===== src/rtl/dvp_frame_ctrl_if.sv =====
`default_nettype none
// +----------------------------------------------------------------------------+
// | dvp_frame_ctrl_if : pixel stream from DVP capture plus FIFO write port      |
// | Rev 1.0                                                                     |
// +----------------------------------------------------------------------------+
interface dvp_frame_ctrl_if;
  logic        in_valid;
  logic [31:0] in_pixel;
  logic        in_vs;
  logic [10:0] in_xaddr;
  logic [10:0] in_yaddr;
  logic        out_full;
  logic        out_wr_en;
  logic [31:0] out_wr_data;

  // master: capture stage and FIFO side; slave: the frame controller
  modport master (
    output in_valid, in_pixel, in_vs, in_xaddr, in_yaddr, out_full,
    input  out_wr_en, out_wr_data
  );

  modport slave (
    input  in_valid, in_pixel, in_vs, in_xaddr, in_yaddr, out_full,
    output out_wr_en, out_wr_data
  );
endinterface
`default_nettype wire


===== src/rtl/dvp_frame_ctrl.sv =====
`default_nettype none
// +----------------------------------------------------------------------------+
// | dvp_frame_ctrl : frame-level capture sequencer (arm/skip/crop/bank ping-pong)|
// | Optional ROI cropping enabled by macro DVP_ROI_CROP_EN.   Rev 1.0           |
// +----------------------------------------------------------------------------+
module dvp_frame_ctrl #(
  parameter int SKIP_W = 4,
  parameter int PIX_W  = 22
) (
  input  logic                PCLK,
  input  logic                Rst_n,
  input  logic                cmd_start,
  input  logic                cmd_stop,
  input  logic                cmd_single,
  input  logic [SKIP_W-1:0]   skip_n,
  input  logic [10:0]         roi_x0,
  input  logic [10:0]         roi_x1,
  input  logic [10:0]         roi_y0,
  input  logic [10:0]         roi_y1,
  dvp_frame_ctrl_if.slave     bus,
  output logic                bank_sel,
  output logic                busy,
  output logic                frame_done,
  output logic                frame_err,
  output logic [PIX_W-1:0]    frame_pixels,
  output logic [15:0]         frame_cnt
);

  typedef enum logic [1:0] {
    IDLE     = 2'd0,
    WAIT_SOF = 2'd1,
    SKIP     = 2'd2,
    CAPTURE  = 2'd3
  } state_t;

  state_t              state;
  logic                vs_d;
  logic                sof;
  logic                eof;
  logic                single_lat;
  logic [SKIP_W-1:0]   skip_lat;
  logic [SKIP_W-1:0]   skip_cnt;
  logic [SKIP_W-1:0]   skip_nxt;
  logic                stop_pending;
  logic [PIX_W-1:0]    pix_cnt;
  logic                err_flag;
  logic                in_roi;
  logic                accept;
  logic                arm;

  assign sof      = bus.in_vs & ~vs_d;
  assign eof      = ~bus.in_vs & vs_d;
  assign busy     = (state != IDLE);
  assign arm      = (state == IDLE) & cmd_start & ~cmd_stop;
  assign accept   = (state == CAPTURE) & bus.in_valid & bus.in_vs & in_roi;
  assign skip_nxt = skip_cnt + SKIP_W'(1);

`ifdef DVP_ROI_CROP_EN
  logic [10:0] x0_lat;
  logic [10:0] x1_lat;
  logic [10:0] y0_lat;
  logic [10:0] y1_lat;

  always_ff @(posedge PCLK or negedge Rst_n) begin
    if (!Rst_n) begin
      x0_lat <= '0;
      x1_lat <= '0;
      y0_lat <= '0;
      y1_lat <= '0;
    end else if (arm) begin
      x0_lat <= roi_x0;
      x1_lat <= roi_x1;
      y0_lat <= roi_y0;
      y1_lat <= roi_y1;
    end
  end

  // inverted bounds naturally reject every pixel
  assign in_roi = (bus.in_xaddr >= x0_lat) && (bus.in_xaddr <= x1_lat) &&
                  (bus.in_yaddr >= y0_lat) && (bus.in_yaddr <= y1_lat);
`else
  logic unused_roi;
  assign unused_roi = ^{roi_x0, roi_x1, roi_y0, roi_y1, bus.in_xaddr, bus.in_yaddr};
  assign in_roi     = 1'b1;
`endif

  always_ff @(posedge PCLK or negedge Rst_n) begin
    if (!Rst_n) begin
      state           <= IDLE;
      vs_d            <= 1'b0;
      single_lat      <= 1'b0;
      skip_lat        <= '0;
      skip_cnt        <= '0;
      stop_pending    <= 1'b0;
      pix_cnt         <= '0;
      err_flag        <= 1'b0;
      bus.out_wr_en   <= 1'b0;
      bus.out_wr_data <= '0;
      bank_sel        <= 1'b0;
      frame_done      <= 1'b0;
      frame_err       <= 1'b0;
      frame_pixels    <= '0;
      frame_cnt       <= '0;
    end else begin
      vs_d          <= bus.in_vs;
      frame_done    <= 1'b0;
      bus.out_wr_en <= 1'b0;

      if (accept) begin
        if (!bus.out_full) begin
          bus.out_wr_en   <= 1'b1;
          bus.out_wr_data <= bus.in_pixel;
          if (pix_cnt != '1)
            pix_cnt <= pix_cnt + PIX_W'(1);
        end else begin
          err_flag <= 1'b1;
        end
      end

      case (state)
        IDLE: begin
          if (arm) begin
            single_lat   <= cmd_single;
            skip_lat     <= skip_n;
            stop_pending <= 1'b0;
            state        <= WAIT_SOF;
          end
        end
        WAIT_SOF: begin
          if (cmd_stop) begin
            state <= IDLE;
          end else if (sof) begin
            pix_cnt  <= '0;
            err_flag <= 1'b0;
            state    <= CAPTURE;
          end
        end
        SKIP: begin
          if (cmd_stop) begin
            state <= IDLE;
          end else if (eof) begin
            skip_cnt <= skip_nxt;
            if (skip_nxt == skip_lat)
              state <= WAIT_SOF;
          end
        end
        CAPTURE: begin
          if (cmd_stop)
            stop_pending <= 1'b1;
          if (eof) begin
            frame_done   <= 1'b1;
            frame_err    <= err_flag;
            frame_pixels <= pix_cnt;
            frame_cnt    <= frame_cnt + 16'd1;
            bank_sel     <= ~bank_sel;
            // a stop arriving on the EOF cycle itself still ends the run
            if (single_lat || stop_pending || cmd_stop) begin
              state <= IDLE;
            end else if (skip_lat != '0) begin
              skip_cnt <= '0;
              state    <= SKIP;
            end else begin
              state <= WAIT_SOF;
            end
          end
        end
        default: state <= IDLE;
      endcase
    end
  end

endmodule
`default_nettype wire


===== src/flat_wrapper.sv =====
// flat-port wrapper written by rule: the top's interface ports become plain ports
module dvp_frame_ctrl_flat 
#(
  parameter int SKIP_W = 4,
  parameter int PIX_W  = 22
)
  (PCLK, Rst_n, cmd_start, cmd_stop, cmd_single, skip_n, roi_x0, roi_x1, roi_y0, roi_y1, bank_sel, busy, frame_done, frame_err, frame_pixels, frame_cnt, bus_in_valid, bus_in_pixel, bus_in_vs, bus_in_xaddr, bus_in_yaddr, bus_out_full, bus_out_wr_en, bus_out_wr_data);
  dvp_frame_ctrl_if bus_i ();
  input  logic PCLK;
  input  logic Rst_n;
  input  logic cmd_start;
  input  logic cmd_stop;
  input  logic cmd_single;
  input  logic [SKIP_W-1:0] skip_n;
  input  logic [10:0] roi_x0;
  input  logic [10:0] roi_x1;
  input  logic [10:0] roi_y0;
  input  logic [10:0] roi_y1;
  output logic bank_sel;
  output logic busy;
  output logic frame_done;
  output logic frame_err;
  output logic [PIX_W-1:0] frame_pixels;
  output logic [15:0] frame_cnt;
  input wire logic [$bits(bus_i.in_valid)-1:0] bus_in_valid;
  input wire logic [$bits(bus_i.in_pixel)-1:0] bus_in_pixel;
  input wire logic [$bits(bus_i.in_vs)-1:0] bus_in_vs;
  input wire logic [$bits(bus_i.in_xaddr)-1:0] bus_in_xaddr;
  input wire logic [$bits(bus_i.in_yaddr)-1:0] bus_in_yaddr;
  input wire logic [$bits(bus_i.out_full)-1:0] bus_out_full;
  output wire logic [$bits(bus_i.out_wr_en)-1:0] bus_out_wr_en;
  output wire logic [$bits(bus_i.out_wr_data)-1:0] bus_out_wr_data;
  assign bus_i.in_valid = bus_in_valid;
  assign bus_i.in_pixel = bus_in_pixel;
  assign bus_i.in_vs = bus_in_vs;
  assign bus_i.in_xaddr = bus_in_xaddr;
  assign bus_i.in_yaddr = bus_in_yaddr;
  assign bus_i.out_full = bus_out_full;
  assign bus_out_wr_en = bus_i.out_wr_en;
  assign bus_out_wr_data = bus_i.out_wr_data;
  dvp_frame_ctrl #(.SKIP_W(SKIP_W), .PIX_W(PIX_W)) u_core (.PCLK(PCLK), .Rst_n(Rst_n), .cmd_start(cmd_start), .cmd_stop(cmd_stop), .cmd_single(cmd_single), .skip_n(skip_n), .roi_x0(roi_x0), .roi_x1(roi_x1), .roi_y0(roi_y0), .roi_y1(roi_y1), .bus(bus_i), .bank_sel(bank_sel), .busy(busy), .frame_done(frame_done), .frame_err(frame_err), .frame_pixels(frame_pixels), .frame_cnt(frame_cnt));
endmodule

===== config.mk =====
export PLATFORM = sky130hd
export DESIGN_NAME = dvp_frame_ctrl_flat
export DESIGN_NICKNAME = d
export VERILOG_FILES = /design/src/rtl/dvp_frame_ctrl_if.sv /design/src/rtl/dvp_frame_ctrl.sv /design/src/flat_wrapper.sv
export SDC_FILE = /design/constraint.sdc
export NUM_CORES = 1
export LEC_CHECK = 0
export CAP_MARGIN = 20
export CORE_ASPECT_RATIO = 1.4
export CORE_MARGIN = 3
export CORE_UTILIZATION = 31
export DETAILED_ROUTE_END_ITERATION = 8
export PLACE_DENSITY_LB_ADDON = 0.12
export SLEW_MARGIN = 20
export SYNTH_ARGS = -nofsm -noshare
export SYNTH_HDL_FRONTEND = slang
export SYNTH_SLANG_ARGS = --single-unit

===== constraint.sdc =====
create_clock -name PCLK -period 2.18 [get_ports PCLK]
set_clock_uncertainty 0.05 [all_clocks]
set_input_delay 0.436 -clock PCLK [delete_from_list [all_inputs] [get_ports PCLK]]
set_output_delay 0.436 -clock PCLK [all_outputs]
set_load 0.01 [all_outputs]

==> run summary <==
Seq cells post-synth: 110
Placed cells: 818
Syn_area_per_cell: 9.60 um^2
Dpl cell area: 0.00638 mm^2
Maximum clock path buffer count: 2
Crit share post-route: 95.0%
Max-Cap Viols: 0
Synth Area in Simple Gates: 26.2%
Fin cells: 833
Layout cells sized above 1: 9.98%
Layout Nets: 750
Final hold violations: 0
Status: finished clean
CTS tree: yes
Slew @ Worst Pin: 545 ps
DRT iter0 DRCs: 179
Crit. End Element: register
Slew Limit Fails: 0
Residual DRC: 0
Die area: 0.0171 mm^2
Gr usage total: 14.0%
Synthesized net count: 615
Fill count: 1,515
Fin util: 44.2%
Critical path's largest stage delay: 550 ps
Die height: 153 um
Die span in x: 111 um
CP arrival: 2250 ps
I/O pin cnt: 185
Critical Path, Cell by Cell: clkdlybuf4s50_1, nand4_2, or2_1, buf_4, a21oi_2, buf_4, a21oi_1, a31o_2
Setup crit start kind: input pin
Post-route cell area: 0.00668 mm^2
Total grt overflow: 0
Diode count: 0
Worst R2R Path Depth: 8
Post-route antenna net violation count: 0
Rel. slew slack: 63.7%
Post-Syn Area: 0.00482 mm^2
Mux cell area share after synthesis: 1.79%
Unrepaired setup endpoints after global routing: false
Warnings, synthesis: 0
Routed length per placed instance: 14.2 um
# port buffers: 118
Row cnt: 53
Worst-path clk slew: 70 ps
Pwr Density: 798 mW/mm^2
Starting density of the core: 31.9%
Final Wtd Congestion: 0.793
WL final: 11,800 um
First-pass GRT wire length: 19,900 um
Hold-fix buffers at CTS: 0
CP max FO: 6
Clk sinks: 110
Initial antenna violation count: 0
Largest net degree at the start of global routing: 40
Pre-CTS setup slack: -241 ps
Via count: 3,944
Worst vdd rail ir drop: 0.000428 V
Core ar.: 0.0151 mm^2
Required time worst endpoint: 2360 ps
Tmin final: 2070 ps
Leakage: 3.16 nW
H-tree Lvls: 3
Dominant synthesized flop cell: dfrtp_1
Post-CTS Setup Inserts: 0
Dpl hpwl: 8590 um
Vias in the first global route: 4,038
Post-synth ARST share: 100%
CTS Buf Count: 9
Most frequent CP cell: buf_4
EDFF count, synth: 0
Drt pass-1 iters: 4
Hold WC Path Type: in -> async
Synth Area in XOR/XNOR: 5.45%
Synth Area in Compound Gates: 5.90%
Synth cell types: 54
Worst-Skew Late Latency: 340 ps
# setup viols final: 0
Post-DR vias/cell: 4.73
Cell count after synthesis: 502
Slowest-stage cell, CP: clkdlybuf4s50_1
Post-synthesis sequential area ratio: 57.1%
Layout area overhead: 38.7%
Clock root buffer: clkbuf_16
Max Clock Freq: 483 MHz
Largest family of logic cells by synthesized area: simple AND/OR/NAND/NOR gates
Setup WS post-layout: 110 ps
Adder-cell share of the synthesized area: 0.779%
Type of the worst setup path: in -> reg
[critical path: cells and delay by family]
family                 cells  cell delay, ps
AO/OA/AOI/OAI              3             390
AND/OR/NAND/NOR            2             490
buffers and inverters      3             930
[synthesized netlist by cell type (all sizes together) (2+ instances only)]
cell	instances	area share, %
nand2	190	15
dfrtp	110	57
xnor2	24	4.4
nor2	17	1.4
clkbuf	15	1.2
nand3	15	1.8
and3	14	1.9
a21oi	13	1.4
o21ai	13	1.4
buf	7	0.88
nand4	7	1.0
and4	6	1.1
xor2	6	1.1
inv	5	0.39
mux2	5	1.2
or3	5	0.65
a211oi	4	0.62
a31oi	4	0.52
nor3	4	0.42
and2	3	0.39
ha	3	0.78
mux2i	3	0.62
nand2b	3	0.39
nor4	3	0.39
o31ai	3	0.47
or4	3	0.47
nor2b	2	0.31
o211ai	2	0.42
or2	2	0.26
[kinds of logic after synthesis]
group           Yosys count
fa+ha+maj                 3
compound gates           45
mux                       8
simple gates            278
xor+xnor                 30
buf+inv                  28
flops                   110
[registers in the layout, summed over array words and instances, names as in the netlist, 2 cells and up]
name and flops:
u_core.bus.out_wr_data 32, u_core.frame_pixels 22, u_core.pix_cnt 22, u_core.frame_cnt 16, u_core.skip_cnt 4, u_core.skip_lat 4, u_core.state 2
[metal layers]
metal	vias to the layer above	GRT usage (%)	part of all wire, %
li1	1940	-	-
met1	1913	17.8	44
met2	83	24.8	51
met3	8	2.52	3.5
met4	0	3.48	1.1
met5	-	0	0
[final timing paths]
path	from	end	slack (ps)
max in group asynchronous	Rst_n	u_core.frame_pixels[21]$_DFFE_PN0P_	1440
setup reg to reg	u_core.pix_cnt[0]$_DFF_PN0_	u_core.pix_cnt[5]$_DFF_PN0_	130
min in group PCLK	u_core.bus.out_wr_data[24]$_DFFE_PN0P_	u_core.bus.out_wr_data[24]$_DFFE_PN0P_	430
setup / recovery	bus_in_vs	u_core.pix_cnt[5]$_DFF_PN0_	110
hold / removal	Rst_n	u_core.frame_cnt[12]$_DFFE_PN0P_	20
hold reg to reg	u_core.bus.out_wr_data[24]$_DFFE_PN0P_	u_core.bus.out_wr_data[24]$_DFFE_PN0P_	430
[power by group]
part	switching [W]	leakage (nW)	internal (W)
combinational	0.000498	1.53	0.000667
clock	0.000756	0.138	0.000894
sequential	0.000190	1.49	0.00233
[layout make-up]
cell class / instances / area [um^2] / share of cell area (%)
Inverter: 6 / 35.0 / 0.524
Sequential cell: 110 / 2750 / 41.2
Clock inverter: 6 / 71.3 / 1.07
Tap cell: 192 / 240 / 3.60
Clock buffer: 9 / 225 / 3.37
Timing Repair Buffer: 146 / 1410 / 21.2
Multi-Input combinational cell: 364 / 1940 / 29.1
[cell usage in the layout, fill, tap and decap left out, drive strengths merged, types with 4 or more instances in the layout]
master         netlist  final
a211oi               4      4
xnor2               24     24
nor3                 4      4
and4                 6      6
clkbuf              15      9
xor2                 6      6
nand3               15     15
mux2                 5      5
a21oi               13     13
inv                  5      6
buf                  7     29
o21ai               13     13
nand2              190    190
clkdlybuf4s50        0    117
nand4                7      7
and3                14     14
or3                  5      5
a31oi                4      4
nor2                17     17
dfrtp              110    110
[per-stage QoR]
step / total power [W] / hold slack, ps / TNS, ps
after floorplan: 0.00300 / 90.4 / 0
after global placement: 0.00371 / 406 / -4980
after detailed placement: 0.00373 / 411 / -7340
after CTS: 0.00542 / 37.4 / 0
after global routing: 0.00565 / 57.1 / 0
final: 0.00533 / 17.4 / 0
[repair_timing]
item	CTS	global route
gates resized for setup	0	3
endpoints found under the hold margin	0	0
endpoints found under the setup margin	0	4
No activity file was read; power rests on OpenSTA's default activity.
